--- src/rtl/mod_mul_pkg.sv ---
// Shared defaults and FSM encoding for the sequential modular multiplier.
package mod_mul_pkg;

  localparam int unsigned SIZE_DEFAULT = 64;

  typedef enum logic [2:0] {
    IDLE  = 3'd0,
    RED_A = 3'd1,
    RED_B = 3'd2,
    STEP  = 3'd3,
    DONE  = 3'd4
  } state_e;

endpackage

--- src/rtl/mod_mul_seq_mod_req_port.sv ---
// One dividend/divisor request and remainder response exchange with the external modulo unit.
module mod_req_port
  import mod_mul_pkg::*;
#(
  parameter int unsigned SIZE = SIZE_DEFAULT
) (
  input  logic            clk,
  input  logic            rst,
  input  logic            start_i,
  output logic            done_o,
  output logic [SIZE-1:0] result_o,
  output logic            dividen_tvalid_o,
  input  logic            dividen_tready_i,
  output logic            divisor_tvalid_o,
  input  logic            divisor_tready_i,
  input  logic [SIZE-1:0] result_tdata_i,
  input  logic            result_tvalid_i,
  output logic            result_tready_o
);

  logic dvd_pend_q, dvd_pend_d;
  logic dvs_pend_q, dvs_pend_d;
  logic wait_q, wait_d;

  // The response is only accepted once both request beats have left.
  assign result_tready_o  = wait_q & ~dvd_pend_q & ~dvs_pend_q;
  assign done_o           = result_tready_o & result_tvalid_i;
  assign result_o         = result_tdata_i;
  assign dividen_tvalid_o = dvd_pend_q & ~rst;
  assign divisor_tvalid_o = dvs_pend_q & ~rst;

  // NOTE: every always_comb output gets its default first, so no path can infer a latch.
  always_comb begin
    dvd_pend_d = dvd_pend_q;
    dvs_pend_d = dvs_pend_q;
    wait_d     = wait_q;
    if (dvd_pend_q && dividen_tready_i) dvd_pend_d = 1'b0;
    if (dvs_pend_q && divisor_tready_i) dvs_pend_d = 1'b0;
    if (done_o)                         wait_d     = 1'b0;
    if (start_i) begin
      dvd_pend_d = 1'b1;
      dvs_pend_d = 1'b1;
      wait_d     = 1'b1;
    end
  end

  // NOTE: state registers use non-blocking assignments so all flops update together at the edge.
  always_ff @(posedge clk) begin
    if (rst) begin
      dvd_pend_q <= 1'b0;
      dvs_pend_q <= 1'b0;
      wait_q     <= 1'b0;
    end else begin
      dvd_pend_q <= dvd_pend_d;
      dvs_pend_q <= dvs_pend_d;
      wait_q     <= wait_d;
    end
  end

endmodule

--- src/rtl/mod_mul_seq.sv ---
// Computes a*b mod n by reducing a and b, then MSB-first double-and-add with a remainder per bit.
module mod_mul_seq
  import mod_mul_pkg::*;
#(
  parameter int unsigned SIZE = SIZE_DEFAULT
) (
  input  logic            clk,
  input  logic            rst,
  input  logic [SIZE-1:0] input_a_tdata,
  input  logic            input_a_tvalid,
  output logic            input_a_tready,
  input  logic [SIZE-1:0] input_b_tdata,
  input  logic            input_b_tvalid,
  output logic            input_b_tready,
  input  logic [SIZE-1:0] input_modulus_tdata,
  input  logic            input_modulus_tvalid,
  output logic            input_modulus_tready,
  output logic [SIZE-1:0] mod_dividen_tdata,
  output logic            mod_dividen_tvalid,
  input  logic            mod_dividen_tready,
  output logic [SIZE-1:0] mod_divisor_tdata,
  output logic            mod_divisor_tvalid,
  input  logic            mod_divisor_tready,
  input  logic [SIZE-1:0] mod_result_tdata,
  input  logic            mod_result_tvalid,
  output logic            mod_result_tready,
  output logic [SIZE-1:0] output_tdata,
  output logic            output_tvalid,
  input  logic            output_tready,
  output logic            busy
);

  localparam int unsigned IW = $clog2(SIZE);

  state_e          state_q, state_d;
  logic [SIZE-1:0] r_q, r_d;
  logic [SIZE-1:0] ar_q, ar_d;
  logic [SIZE-1:0] br_q, br_d;
  logic [SIZE-1:0] n_q, n_d;
  logic [IW-1:0]   i_q, i_d;

  logic            all_valid;
  logic            start;
  logic            done;
  logic            port_rdy;
  logic [SIZE-1:0] mod_res;
  logic [SIZE-1:0] t_lo;

  assign all_valid = input_a_tvalid & input_b_tvalid & input_modulus_tvalid;

  // Low SIZE bits of t = 2r + (ar[i] ? br : 0); the upper bits are zero whenever n is in range.
  assign t_lo = {r_q[SIZE-2:0], 1'b0} + (ar_q[i_q] ? br_q : '0);

  assign mod_divisor_tdata = n_q;
  assign output_tdata      = r_q;
  assign busy              = (state_q != IDLE) & ~rst;
  // IDLE keeps the response channel open so a reply stranded by reset is drained.
  assign mod_result_tready = port_rdy | (state_q == IDLE);

  mod_req_port #(.SIZE(SIZE)) u_req (
    .clk              (clk),
    .rst              (rst),
    .start_i          (start),
    .done_o           (done),
    .result_o         (mod_res),
    .dividen_tvalid_o (mod_dividen_tvalid),
    .dividen_tready_i (mod_dividen_tready),
    .divisor_tvalid_o (mod_divisor_tvalid),
    .divisor_tready_i (mod_divisor_tready),
    .result_tdata_i   (mod_result_tdata),
    .result_tvalid_i  (mod_result_tvalid),
    .result_tready_o  (port_rdy)
  );

  always_comb begin
    state_d              = state_q;
    r_d                  = r_q;
    ar_d                 = ar_q;
    br_d                 = br_q;
    n_d                  = n_q;
    i_d                  = i_q;
    start                = 1'b0;
    input_a_tready       = 1'b0;
    input_b_tready       = 1'b0;
    input_modulus_tready = 1'b0;
    output_tvalid        = 1'b0;
    mod_dividen_tdata    = '0;

    unique case (state_q)
      IDLE: begin
        if (all_valid && !rst) begin
          input_a_tready       = 1'b1;
          input_b_tready       = 1'b1;
          input_modulus_tready = 1'b1;
          ar_d                 = input_a_tdata;
          br_d                 = input_b_tdata;
          n_d                  = input_modulus_tdata;
          r_d                  = '0;
          i_d                  = IW'(SIZE - 1);
          if (input_modulus_tdata == '0) begin
            state_d = DONE;
          end else begin
            state_d = RED_A;
            start   = 1'b1;
          end
        end
      end
      RED_A: begin
        mod_dividen_tdata = ar_q;
        if (done) begin
          ar_d    = mod_res;
          state_d = RED_B;
          start   = 1'b1;
        end
      end
      RED_B: begin
        mod_dividen_tdata = br_q;
        if (done) begin
          br_d    = mod_res;
          state_d = STEP;
          start   = 1'b1;
        end
      end
      STEP: begin
        mod_dividen_tdata = t_lo;
        if (done) begin
          r_d = mod_res;
          if (i_q == '0) begin
            state_d = DONE;
          end else begin
            i_d   = i_q - 1'b1;
            start = 1'b1;
          end
        end
      end
      DONE: begin
        output_tvalid = ~rst;
        if (output_tready) state_d = IDLE;
      end
      default: state_d = IDLE;
    endcase
  end

  always_ff @(posedge clk) begin
    if (rst) begin
      state_q <= IDLE;
      r_q     <= '0;
      ar_q    <= '0;
      br_q    <= '0;
      n_q     <= '0;
      i_q     <= '0;
    end else begin
      state_q <= state_d;
      r_q     <= r_d;
      ar_q    <= ar_d;
      br_q    <= br_d;
      n_q     <= n_d;
      i_q     <= i_d;
    end
  end

endmodule

--- config.mk ---
export PLATFORM = sky130hd
export DESIGN_NAME = mod_mul_seq
export DESIGN_NICKNAME = d
export VERILOG_FILES = /design/src/rtl/mod_mul_pkg.sv /design/src/rtl/mod_mul_seq_mod_req_port.sv /design/src/rtl/mod_mul_seq.sv
export SDC_FILE = /design/constraint.sdc
export NUM_CORES = 1
export LEC_CHECK = 0
export ABC_CLOCK_PERIOD_IN_PS = 11050
export CAP_MARGIN = 20
export CORE_ASPECT_RATIO = 1.75
export CORE_MARGIN = 4
export CORE_UTILIZATION = 30
export DETAILED_ROUTE_END_ITERATION = 8
export HOLD_SLACK_MARGIN = 0.1
export SLEW_MARGIN = 40
export SYNTH_ARGS = -nofsm -noshare
export SYNTH_HDL_FRONTEND = slang
export SYNTH_SLANG_ARGS = --single-unit
--- constraint.sdc ---
create_clock -name clk -period 11.05 [get_ports clk]
set_clock_uncertainty 0.15 [all_clocks]
set_input_delay 1.105 -clock clk [delete_from_list [all_inputs] [get_ports clk]]
set_output_delay 1.105 -clock clk [all_outputs]
set_load 0.05 [all_outputs]
* Word level (Yosys, flattened, before mapping) *
Index checks and enable logic that the tools add are counted.

word-level totals
  register bits after elaboration = 268
  bits of input ports = 265
  output and inout port bits = 200
  word-level logic and storage cells = 94

operators by class
  add/sub/neg operators = 2
  order comparisons = 1
  equality and inequality tests = 11
  mux-type cells = 38
  bitwise logic cells = 12
  reduce and logical (&&, ||, !) cells = 21

operators by type and width
  cell                   count
  $pmux W64 S2           3
  $mux W64               5
  $pmux W64 S3           1
  $add A64 B64 Y64       1
  $logic_not A64 Y1      1
  $mux W3                7
  $mux W6                3
  $mux W1                15
  $pmux W3 S5            1
  $ne A2 B2 Y1 const B   6
  $pmux W6 S2            1
  $reduce_bool A2 Y1     6
  $reduce_and A3 Y1      3
  $and A1 B1 Y1          8
  $lt A6 B7 Y1 const B   1
  $bmux W1 S6            1
  $eq A3 B2 Y1 const B   2
  $logic_not A6 Y1       1
  $reduce_and A6 Y1      1
  $sub A6 B1 Y6 const B  1
  $reduce_and A4 Y1      1
  $eq A3 B1 Y1 const B   1
  $eq A3 B3 Y1 const B   1
  $logic_and A1 B1 Y1    3
  other kinds (9)        11

* Longest topological paths before layout *
Gate-level depths: netlist of run 1.

  depth in word-level cells = 7
  gate-level depth with buffers = 22

* Hierarchy *
Synthesis of run 1 repeated with hierarchy kept, for this count alone.

second synthesis, totals
  cell total of the unflattened synthesis = 2061
  area, all modules = 16811.1 um2

modules (own cells, without submodules)
  module        instances  cells each  area an instance (um2)  sequential area each (um2)
  mod_mul_seq   1          1982        16188.0                 5305.1
  mod_req_port  1          79          623.1                   60.1

* Worst setup path after synthesis of run 1 *
Ideal clock, no wire load.

  kind = flip-flop to output port
  start = register i_q[0]
  end = output port mod_dividen_tdata[57]
  arrival time = 7.014 ns
  path slack = 2.781 ns
  stages on the path, launching flop included = 22
  path buffers = 3
  cell sequence = dfxtp_1 -> buf_2 -> buf_2 -> mux4_2 -> mux2i_1 -> nor2_1 -> o21ai_0 -> mux2i_1 -> clkbuf_1 -> and2_1 -> ha_1 -> fa_1 -> a21oi_1 -> o211ai_1 -> a21oi_1 -> a31oi_1 -> a41o_1 -> a41o_1 -> a31oi_1 -> o21bai_1 -> xnor2_1 -> a2111oi_0

between the ends
  longest elaborated chain between the ends = 5

ends and longest elaborated chain
  element                        RTL line            RTL
  start, declared                mod_mul_seq.sv:40   logic [IW-1:0] i_q, i_d;
  start signal, assigned         mod_mul_seq.sv:158  i_q <= i_d;
  $bmux W1 S6                    mod_mul_seq.sv:52   assign t_lo = {r_q[SIZE-2:0], 1'b0} + (ar_q[i_q] ? br_q : '0);
  $mux W1 (not written as such)  mod_mul_seq.sv:52
  $mux W64                       mod_mul_seq.sv:52
  $add A64 B64 Y64               mod_mul_seq.sv:52
  $pmux W64 S3                   mod_mul_seq.sv:89   unique case (state_q)
  end, declared                  mod_mul_seq.sv:18   output logic [SIZE-1:0] mod_dividen_tdata,

No other way between the ends. The select of a mux whose other input is x is not followed.

* Final worst setup path of run 1 *
  start = register i_q[1]
  end = output port mod_dividen_tdata[57]

The elaborated chain is that of the path after synthesis.

==> flow_metrics.env, run 1 <==
export IMPL_clkPwrFrac=0.437
export IMPL_dp_hpwl_mm=58.6
export IMPL_drive_above_1_share=0.0512
export IMPL_power_frac_comb=0.132
export IMPL_cp_arrival_ns=7.69
export IMPL_synth_top_family_by_area="compound AO/OA/AOI/OAI gates"
export IMPL_post_cts_resized=0
export IMPL_p_leak_nw=8.08
export IMPL_maxSlewViolCount=0
export IMPL_track_usage=0.247
export IMPL_required_ns=9.80
export IMPL_cts_tree="built"
export IMPL_ys_ff_latch=268
export IMPL_async_flop_share=0
export IMPL_hold_class="reg2reg"
export IMPL_cts_max_level=1
export IMPL_crit_top_cell="a21oi_1"
export IMPL_p_sw_w=0.000637
export IMPL_syn_area_per_cell_um2=7.80
export IMPL_met3_usage=0.0298
export IMPL_std_cell_rows=112
export IMPL_yosysUniqueCellTypes=68
export IMPL_first_pass_iters=5
export IMPL_chipWidth_um=184
export IMPL_drc=0
export IMPL_synth_fa_ha_area_frac=0.0503
export IMPL_path_cells="mux4_2, and2_1, a211oi_1, a211oi_1, a21oi_1, mux2i_4, and2_1, ha_1, fa_1, a21oi_1, o211ai_1, a21oi_1, a31oi_1, a41o_1, a41o_1, a31oi_1, o21bai_1, xnor2_1, a2111oi_0, clkdlybuf4s50_1"
export IMPL_numCtsBuffers=28
export IMPL_fin_crit_ns=8.95
export IMPL_detail_route_antenna_nets=0
export IMPL_vias_per_cell=5.57
export IMPL_synth_nets=2421
export IMPL_grt_use_met2=0.490
export IMPL_grt_use_met1=0.256
export IMPL_num_io_pins=465
export IMPL_finalWeightedCongestion=0.931
export IMPL_synth_top_flop_cell="dfxtp_1"
export IMPL_drt_iter0_markers=1086
export IMPL_grt_busiest_layer="met2"
export IMPL_setup_violations=0
export IMPL_hold_viol_final=0
export IMPL_postCtsHoldBufs=0
export IMPL_die_h_um=316
export IMPL_worst_path_max_delay_cell="clkdlybuf4s50_1"
export IMPL_cts_root_buf="clkbuf_16"
export IMPL_rsz0062_at_grt="false"
export IMPL_synth_compound_area_share=0.259
export IMPL_worstMarginPinSlew_ns=0.815
export IMPL_critPathCaptureType="output port"
export IMPL_cap_violations=0
export IMPL_final_util=0.420
export IMPL_syn_inst=2091
export IMPL_clk_latency_ns=0.59
export IMPL_final_common_cell="clkdlybuf4s50_1"
export IMPL_dp_slack_ns=2.79
export IMPL_post_cts_buffers=0
export IMPL_grt_pass1_wl_mm=111
export IMPL_critical_path_class="reg2out"
export IMPL_antenna_found_initial=3
export IMPL_netlist_area_um2=16300
export IMPL_path_max_fanout=22
export IMPL_routedWlPerCell_um=24.3
export IMPL_slowest_delay_ns=0.93
export IMPL_cts_sinks=268
export IMPL_switching_share=0.268
export IMPL_layout_setup_ws_ns=2.10
export IMPL_design_die_area_um2=58300
export IMPL_grt_max_degree=115
export IMPL_p_int_w=0.00174
export IMPL_yosysWarnings=0
export IMPL_p_per_area_nw_per_um2=106
export IMPL_num_vias=17519
export IMPL_clockBufferDepth=3
export IMPL_fmax_mhz=112
export IMPL_ir_drop_uv=119
export IMPL_yosys_area_share_simple=0.211
export IMPL_synth_enable_flop_cells=0
export IMPL_critPathLaunchType="register"
export IMPL_synth_xor_area_frac=0.0301
export IMPL_slew_headroom=0.451
export IMPL_setup_tns_ns=0
export IMPL_clkTransAtPathRegs_ns=0.07
export IMPL_status="finished clean"
export IMPL_seqPwrFrac=0.431
export IMPL_muxShareOfSynthArea=0.0738
export IMPL_area_growth_pct=37.8
export IMPL_grt_pass1_vias=17715
export IMPL_fill_cells=5457
export IMPL_layout_common_cells="clkdlybuf4s50_1, nand2_1, dfxtp_1"
export IMPL_core_region_area_um2=53500
export IMPL_routed_wl_mm=76.6
export IMPL_fin_crit_sh=0.810
export IMPL_yosysSeqAreaShare=0.329
export IMPL_io_buffers=464
export IMPL_start_util=0.305
export IMPL_grt_remaining_overflow=0
export IMPL_fin_nets=2769
==> area by class of cell <==
class	count	area, um2	area share
Clock buffer	35	747	0.0333
Clock inverter	16	248	0.0110
Inverter	29	109	0.00485
Tap cell	684	856	0.0381
Antenna cell	3	7.51	0.000334
Multi-Input combinational cell	1624	10300	0.457
Sequential cell	268	5370	0.239
Timing Repair Buffer	488	4870	0.217
==> per-stage QoR <==
step	hold WS, ns	cell area (um2)	instances	total power [W]
floorplan	0.323	16300	2091	0.00118
global placement	0.291	21400	3091	0.00136
detailed placement	0.297	21400	3093	0.00136
CTS	0.306	22400	3144	0.00241
global route	0.322	22500	3147	0.00246
finish	0.304	22500	3147	0.00238
==> power groups by stage <==
stage	Clock (W)	Sequential (W)	Combinational, W
2_1_floorplan	0	0.00104	0.000135
5_1_grt	0.00110	0.00103	0.000336
3_3_place_gp	0	0.00105	0.000311
4_1_cts	0.00107	0.00103	0.000317
6_report	0.00104	0.00103	0.000314
3_5_place_dp	0	0.00105	0.000315
==> kinds of logic after synthesis <==
group,count (synthesis)
and+or+nand+nor,786
AOI/OAI and AO/OA,615
xor gates and xnor gates,56
muxes,102
DFF,268
adders and majority gates,65
buffers and inverters,199
==> sequential cells by signal, summed over array words and instances, names as in the netlist <==
name / count
ar_q: 64
br_q: 64
i_q: 6
mod_divisor_tdata: 64
output_tdata: 64
state_q: 3
u_req.dvd_pend_q: 1
u_req.dvs_pend_q: 1
u_req.wait_q: 1
==> metal layers <==
metal	share of wire	up-vias	wire length, um
li1	-	8284	-
met1	0.35	8385	26900
met2	0.55	706	42000
met3	0.056	144	4290
met4	0.045	0	3440
met5	0	-	0
==> final timing paths <==
| kind | startpoint | endpoint | slack (ns) | cells past startpoint |
|---|---|---|---|---|
| worst min-delay path | mod_divisor_tdata[20] | mod_divisor_tdata[20] | 0.30 | 2 |
| worst min register to register | mod_divisor_tdata[20] | mod_divisor_tdata[20] | 0.30 | 2 |
| worst max-delay path | i_q[1] | mod_dividen_tdata[57] | 2.10 | 20 |
| worst max register to register | state_q[1] | output_tdata[46] | 6.85 | 9 |
==> synthesized netlist by cell type, types with 13 or more instances <==
cell / n / area, um2
nor3_1: 16 / 80.1
nand3_1: 29 / 145
a211oi_1: 75 / 563
nor2_1: 251 / 942
dfxtp_1: 268 / 5370
mux2i_1: 74 / 741
a21o_1: 46 / 345
mux4_2: 13 / 293
xor2_1: 27 / 236
nor4_1: 22 / 138
inv_1: 27 / 101
o21ai_0: 73 / 365
a21oi_1: 148 / 741
ha_1: 64 / 801
and2_1: 68 / 425
a22oi_1: 116 / 871
a311oi_1: 69 / 604
xnor2_1: 29 / 254
clkbuf_1: 156 / 586
mux2_2: 15 / 169
nand4_1: 25 / 156
nand2_1: 327 / 1230
==> critical path: cells and delay by family, from the launching register on <==
kind	cells	cell delay, ns
and+or+nand+nor	2	0.40
adders and majority gates	2	0.62
buffers and inverters	1	0.93
AOI/OAI and AO/OA	12	3.51
DFF	1	0.68
muxes	2	0.79
xor gates and xnor gates	1	0.15
No activity file was read; power rests on OpenSTA's default activity.
==> inputs of run 2 (changes only) <==
--- a/config.mk
+++ b/config.mk
@@ -5,7 +5,7 @@
 export SDC_FILE = /design/constraint.sdc
 export NUM_CORES = 1
 export LEC_CHECK = 0
-export ABC_CLOCK_PERIOD_IN_PS = 11050
+export ABC_CLOCK_PERIOD_IN_PS = 8800
 export CAP_MARGIN = 20
 export CORE_ASPECT_RATIO = 1.75
 export CORE_MARGIN = 4
==> constraint.sdc (replaced) <==
create_clock -name clk -period 8.8 [get_ports clk]
set_clock_uncertainty 0.15 [all_clocks]
set_input_delay 0.88 -clock clk [delete_from_list [all_inputs] [get_ports clk]]
set_output_delay 0.88 -clock clk [all_outputs]
set_load 0.05 [all_outputs]
==> run 2 against run 1 <==
Net effect:
- register-to-register slack worse by 2.1 ns
- worst setup slack lost 1.5 ns
- largest power group unchanged
- count of clock-buffer cells in the layout increased by 1
- sequential power is 25% higher
- sequential share of layout area decreased by 0.11 points
- combinational power increased by 27%
- clock power increased by 33%
==> flow_metrics.env, run 2 (synthesis gave the netlist of run 1 again) <==
export IMPL_fmax_mhz=122
export IMPL_maxSlewViolCount=0
export IMPL_layout_setup_ws_ns=0.606
export IMPL_finalWeightedCongestion=0.945
export IMPL_dp_slack_ns=1.04
export IMPL_setup_violations=0
export IMPL_critPathCaptureType="output port"
export IMPL_cts_max_level=1
export IMPL_critPathLaunchType="register"
export IMPL_fill_cells=5427
export IMPL_post_cts_resized=0
export IMPL_numCtsBuffers=28
export IMPL_io_buffers=464
export IMPL_cap_violations=0
export IMPL_num_io_pins=465
export IMPL_first_pass_iters=5
export IMPL_cp_arrival_ns=7.16
export IMPL_routedWlPerCell_um=23.9
export IMPL_clk_latency_ns=0.57
export IMPL_fin_crit_ns=8.19
export IMPL_p_sw_w=0.000797
export IMPL_drt_iter0_markers=1176
export IMPL_num_vias=17494
export IMPL_critical_path_class="reg2out"
export IMPL_core_region_area_um2=53500
export IMPL_r2r_slack_ns=4.73
export IMPL_slowest_delay_ns=0.62
export IMPL_cts_sinks=268
export IMPL_antenna_found_initial=2
export IMPL_grt_busiest_layer="met2"
export IMPL_grt_use_met2=0.470
export IMPL_chipWidth_um=184
export IMPL_power_frac_comb=0.130
export IMPL_hold_class="reg2reg"
export IMPL_detail_route_antenna_nets=0
export IMPL_p_leak_nw=8.18
export IMPL_clkTransAtPathRegs_ns=0.06
export IMPL_p_per_area_nw_per_um2=136
export IMPL_status="finished clean"
export IMPL_clockBufferDepth=3
export IMPL_routed_wl_mm=75.3
export IMPL_track_usage=0.244
export IMPL_required_ns=7.77
export IMPL_postCtsHoldBufs=0
export IMPL_layout_common_cells="clkdlybuf4s50_1, nand2_1, dfxtp_1"
export IMPL_std_cell_rows=112
export IMPL_worstMarginPinSlew_ns=0.890
export IMPL_cts_root_buf="clkbuf_16"
export IMPL_grt_use_met1=0.254
export IMPL_hold_viol_final=0
export IMPL_setup_tns_ns=0
export IMPL_ir_drop_uv=136
export IMPL_path_cells="buf_4, mux4_2, mux2i_1, nor2_1, o21ai_0, mux2i_4, buf_8, buf_4, and2_1, ha_1, nand2_1, a211oi_1, a21oi_1, nor3b_1, o22ai_1, o41ai_2, a31oi_1, o211ai_1, xnor2_1, o21ai_0, buf_12"
export IMPL_switching_share=0.260
export IMPL_grt_max_degree=108
export IMPL_design_die_area_um2=58300
export IMPL_grt_pass1_vias=17645
export IMPL_cts_tree="built"
export IMPL_p_int_w=0.00227
export IMPL_dp_hpwl_mm=58.0
export IMPL_vias_per_cell=5.55
export IMPL_final_common_cell="clkdlybuf4s50_1"
export IMPL_start_util=0.305
export IMPL_rsz0062_at_grt="false"
export IMPL_die_h_um=316
export IMPL_grt_pass1_wl_mm=110
export IMPL_drive_above_1_share=0.0609
export IMPL_post_cts_buffers=0
export IMPL_fin_crit_sh=0.931
export IMPL_worst_path_max_delay_cell="o41ai_2"
export IMPL_drc=0
export IMPL_seqPwrFrac=0.419
export IMPL_met3_usage=0.0296
export IMPL_fin_nets=2772
export IMPL_path_max_fanout=39
export IMPL_grt_remaining_overflow=0
export IMPL_area_growth_pct=38.4
export IMPL_slew_headroom=0.407
export IMPL_clkPwrFrac=0.451
-- run 2: metal layers --
layer	wire (um)	vias to the layer above
met4	4300	0
met3	4130	176
met5	0	-
met2	40400	706
li1	-	8288
met1	26500	8324
-- run 2: power groups by stage --
stage,Sequential [W],Combinational (W),Clock [W]
2_1_floorplan,0.00131,0.000169,0
6_report,0.00129,0.000398,0.00138
5_1_grt,0.00129,0.000429,0.00145
3_3_place_gp,0.00131,0.000392,0
3_5_place_dp,0.00131,0.000396,0
4_1_cts,0.00129,0.000398,0.00142
-- run 2: final timing paths --
path                         startpoint               endpoint  cells past startpoint
setup / recovery                 i_q[0]  mod_dividen_tdata[63]                     21
hold / removal    mod_divisor_tdata[48]  mod_divisor_tdata[48]                      2
setup reg to reg             state_q[1]       output_tdata[35]                      9
hold reg to reg   mod_divisor_tdata[48]  mod_divisor_tdata[48]                      2
-- run 2: area by class of cell --
| cell class | instances | area, um2 | area share |
|---|---|---|---|
| tap | 684 | 856 | 0.0379 |
| antenna | 3 | 7.51 | 0.000333 |
| timing repair buffer | 491 | 4890 | 0.217 |
| sequential | 268 | 5370 | 0.238 |
| inverter | 29 | 109 | 0.00483 |
| multi-input combinational | 1624 | 10300 | 0.455 |
| clock inverter | 16 | 263 | 0.0116 |
| clock buffer | 36 | 812 | 0.0360 |
-- run 2: metrics by stage --
step | hold WS [ns] | instance area, um2 | std cells | util | total power [W]
finish | 0.303 | 22600 | 3151 | 0.421 | 0.00307
detailed placement | 0.296 | 21400 | 3095 | 0.401 | 0.00171
global placement | 0.291 | 21400 | 3094 | 0.400 | 0.00171
CTS | 0.305 | 22500 | 3147 | 0.421 | 0.00310
global route | 0.318 | 22600 | 3150 | 0.421 | 0.00317
floorplan | 0.323 | 16300 | 2091 | - | 0.00148
-- run 2: critical path: cells and delay by family, from the launching register on --
| kind | cells | cell delay (ns) |
|---|---|---|
| fa+ha+maj | 1 | 0.40 |
| xor+xnor | 1 | 0.10 |
| buf+inv | 4 | 0.96 |
| compound gates | 8 | 2.93 |
| flops | 1 | 0.59 |
| simple gates | 4 | 0.69 |
| mux | 3 | 0.90 |
==> inputs of run 3 (changes only) <==
--- a/config.mk
+++ b/config.mk
@@ -12,6 +12,7 @@
 export CORE_UTILIZATION = 30
 export DETAILED_ROUTE_END_ITERATION = 8
 export HOLD_SLACK_MARGIN = 0.1
+export SETUP_SLACK_MARGIN = 0.5
 export SLEW_MARGIN = 40
 export SYNTH_ARGS = -nofsm -noshare
 export SYNTH_HDL_FRONTEND = slang
==> run 3 against run 2 <==
Net effect:
- non-clock buffer count is the same
- via count is 0.54% higher
- sequential share of layout area about the same
- critical path depth fell by 1
- clock power is essentially flat
- utilization grew 0.087 points
- largest cell class unchanged
- highest routed layer unchanged
==> flow_metrics.env, run 3 (synthesis gave the netlist of run 1 again) <==
export IMPL_r2r_end="output_tdata[35]"
export IMPL_num_io_pins=465
export IMPL_hold_end="mod_divisor_tdata[48]"
export IMPL_crit_top_cell="o21ai_0"
export IMPL_post_cts_buffers=0
export IMPL_status="finished clean"
export IMPL_slew_headroom=0.444
export IMPL_p_per_area_nw_per_um2=136
export IMPL_r2r_slack_ns=4.72
export IMPL_min_path_cells=2
export IMPL_routed_wl_mm=75.4
export IMPL_power_w=0.00307
export IMPL_worst_path_max_delay_cell="clkdlybuf4s50_1"
export IMPL_clk_latency_ns=0.57
export IMPL_fin_crit_sh=0.893
export IMPL_drc=0
export IMPL_fill_cells=5416
export IMPL_worstMarginPinSlew_ns=0.833
export IMPL_rsz0062_at_grt="true"
export IMPL_start_util=0.305
export IMPL_cts_root_buf="clkbuf_16"
export IMPL_area_growth_pct=38.6
export IMPL_std_cell_rows=112
export IMPL_layout_common_cells="clkdlybuf4s50_1, nand2_1, dfxtp_1"
export IMPL_maxSlewViolCount=0
export IMPL_antenna_found_initial=3
export IMPL_grt_max_degree=108
export IMPL_finalWeightedCongestion=0.945
export IMPL_fin_crit_ns=7.86
export IMPL_ir_drop_uv=136
export IMPL_p_leak_nw=8.34
export IMPL_grt_pass1_wl_mm=110
export IMPL_cts_sinks=268
export IMPL_final_common_cell="clkdlybuf4s50_1"
export IMPL_hold_class="reg2reg"
export IMPL_drt_iter0_markers=1169
export IMPL_postPlaceCellArea_um2=21400
export IMPL_hp_start="mod_divisor_tdata[48]"
export IMPL_path_max_fanout=39
export IMPL_cts_tree="built"
export IMPL_num_vias=17588
export IMPL_design_die_area_um2=58300
export IMPL_fmax_mhz=127
export IMPL_cts_max_level=1
export IMPL_drive_above_1_share=0.0633
export IMPL_die_h_um=316
export IMPL_dp_hpwl_mm=58.0
export IMPL_reg2reg_from="state_q[1]"
export IMPL_path_cells="buf_4, mux4_2, mux2i_1, nor2_1, o21ai_0, mux2i_4, buf_8, buf_4, and2_1, ha_1, a2111oi_0, o21ai_0, a221oi_1, a21o_2, a21oi_4, o211ai_2, o21a_1, xor2_1, o21ai_0, clkdlybuf4s50_1"
export IMPL_setup_violations=0
export IMPL_cp_arrival_ns=6.83
export IMPL_final_area_um2=22600
export IMPL_numCtsBuffers=28
export IMPL_track_usage=0.244
export IMPL_critPathLaunchType="register"
export IMPL_layout_setup_ws_ns=0.945
export IMPL_hold_viol_final=0
export IMPL_required_ns=7.77
export IMPL_vias_per_cell=5.58
export IMPL_critPathCaptureType="output port"
export IMPL_critical_path_class="reg2out"
export IMPL_chipWidth_um=184
export IMPL_core_region_area_um2=53500
export IMPL_setup_tns_ns=0
export IMPL_clkTransAtPathRegs_ns=0.06
export IMPL_slowest_delay_ns=0.88
export IMPL_fin_nets=2772
export IMPL_routedWlPerCell_um=23.9
export IMPL_detail_route_antenna_nets=0
export IMPL_clockBufferDepth=3
export IMPL_cap_violations=0
export IMPL_reg2regPathDepth=9
export IMPL_first_pass_iters=6
export IMPL_io_buffers=464
export IMPL_grt_remaining_overflow=0
export IMPL_dp_slack_ns=1.04
export IMPL_grt_pass1_vias=17645
==> run 3: changes by cell type in the layout (fill, tap and decap cells not counted), moves of 3 or more <==
cell | previous run | this run
clkdlybuf4s50_1 | 445 | 439
dlymetal6s2s_1 | 0 | 6
dfxtp_2 | 0 | 3
dfxtp_1 | 268 | 265
==> run 3: cell type report <==
type                       instances  area [um2]  area share
antenna                            3        7.51    0.000332
clock buffer                      36         812      0.0359
clock inverter                    16         263      0.0116
inverter                          29         109     0.00482
multi-input combinational       1624       10300       0.455
sequential                       268        5370       0.238
tap                              684         856      0.0379
timing repair buffer             491        4900       0.217
==> run 3: metal layers <==
layer,GRT usage,wire length (um),up-vias
met5,0,0,-
met4,0.125,4190,0
met3,0.0296,4430,161
met2,0.470,40600,734
met1,0.254,26200,8403
li1,-,-,8290
==> run 3: critical path: cells and delay by family, from the launching register on <==
kind,cells,cell delay [ns]
xor+xnor,1,0.11
compound gates,9,2.54
fa+ha+maj,1,0.37
buf+inv,4,1.58
flops,1,0.46
mux,3,0.91
simple gates,2,0.27
==> run 3: power breakdown <==
group          leakage, nW  internal, W  switching, W  total [W]
sequential            2.17      0.00124     0.0000411    0.00129
combinational         5.65     0.000192      0.000207   0.000399
clock                0.520     0.000833      0.000551    0.00138
==> run 3: stage by stage <==
stage | std cells | hold WS [ns] | utilization
finish | 3151 | 0.304 | 0.422
global route | 3150 | 0.318 | 0.422
CTS | 3147 | 0.305 | 0.421
detailed placement | 3095 | 0.296 | 0.401
global placement | 3094 | 0.291 | 0.400
floorplan | 2091 | 0.323 | -
==> run 3: how the worst max path moves through the flow <==
| stage | startpoint | to | cells after the start |
|---|---|---|---|
| after floorplan | i_q[0] | mod_dividen_tdata[57] | 21 |
| after global routing | i_q[0] | mod_dividen_tdata[57] | 22 |
| after detailed placement | i_q[0] | mod_dividen_tdata[57] | 21 |
| after CTS | i_q[0] | mod_dividen_tdata[63] | 20 |
| after global placement | i_q[0] | mod_dividen_tdata[63] | 20 |
| final | i_q[0] | mod_dividen_tdata[40] | 20 |
==> run 3: repair_timing <==
action,CTS,global route
cloned,0,0
resized for setup,1,14
endpoints found under the setup margin,1,25
hold buffers,0,0
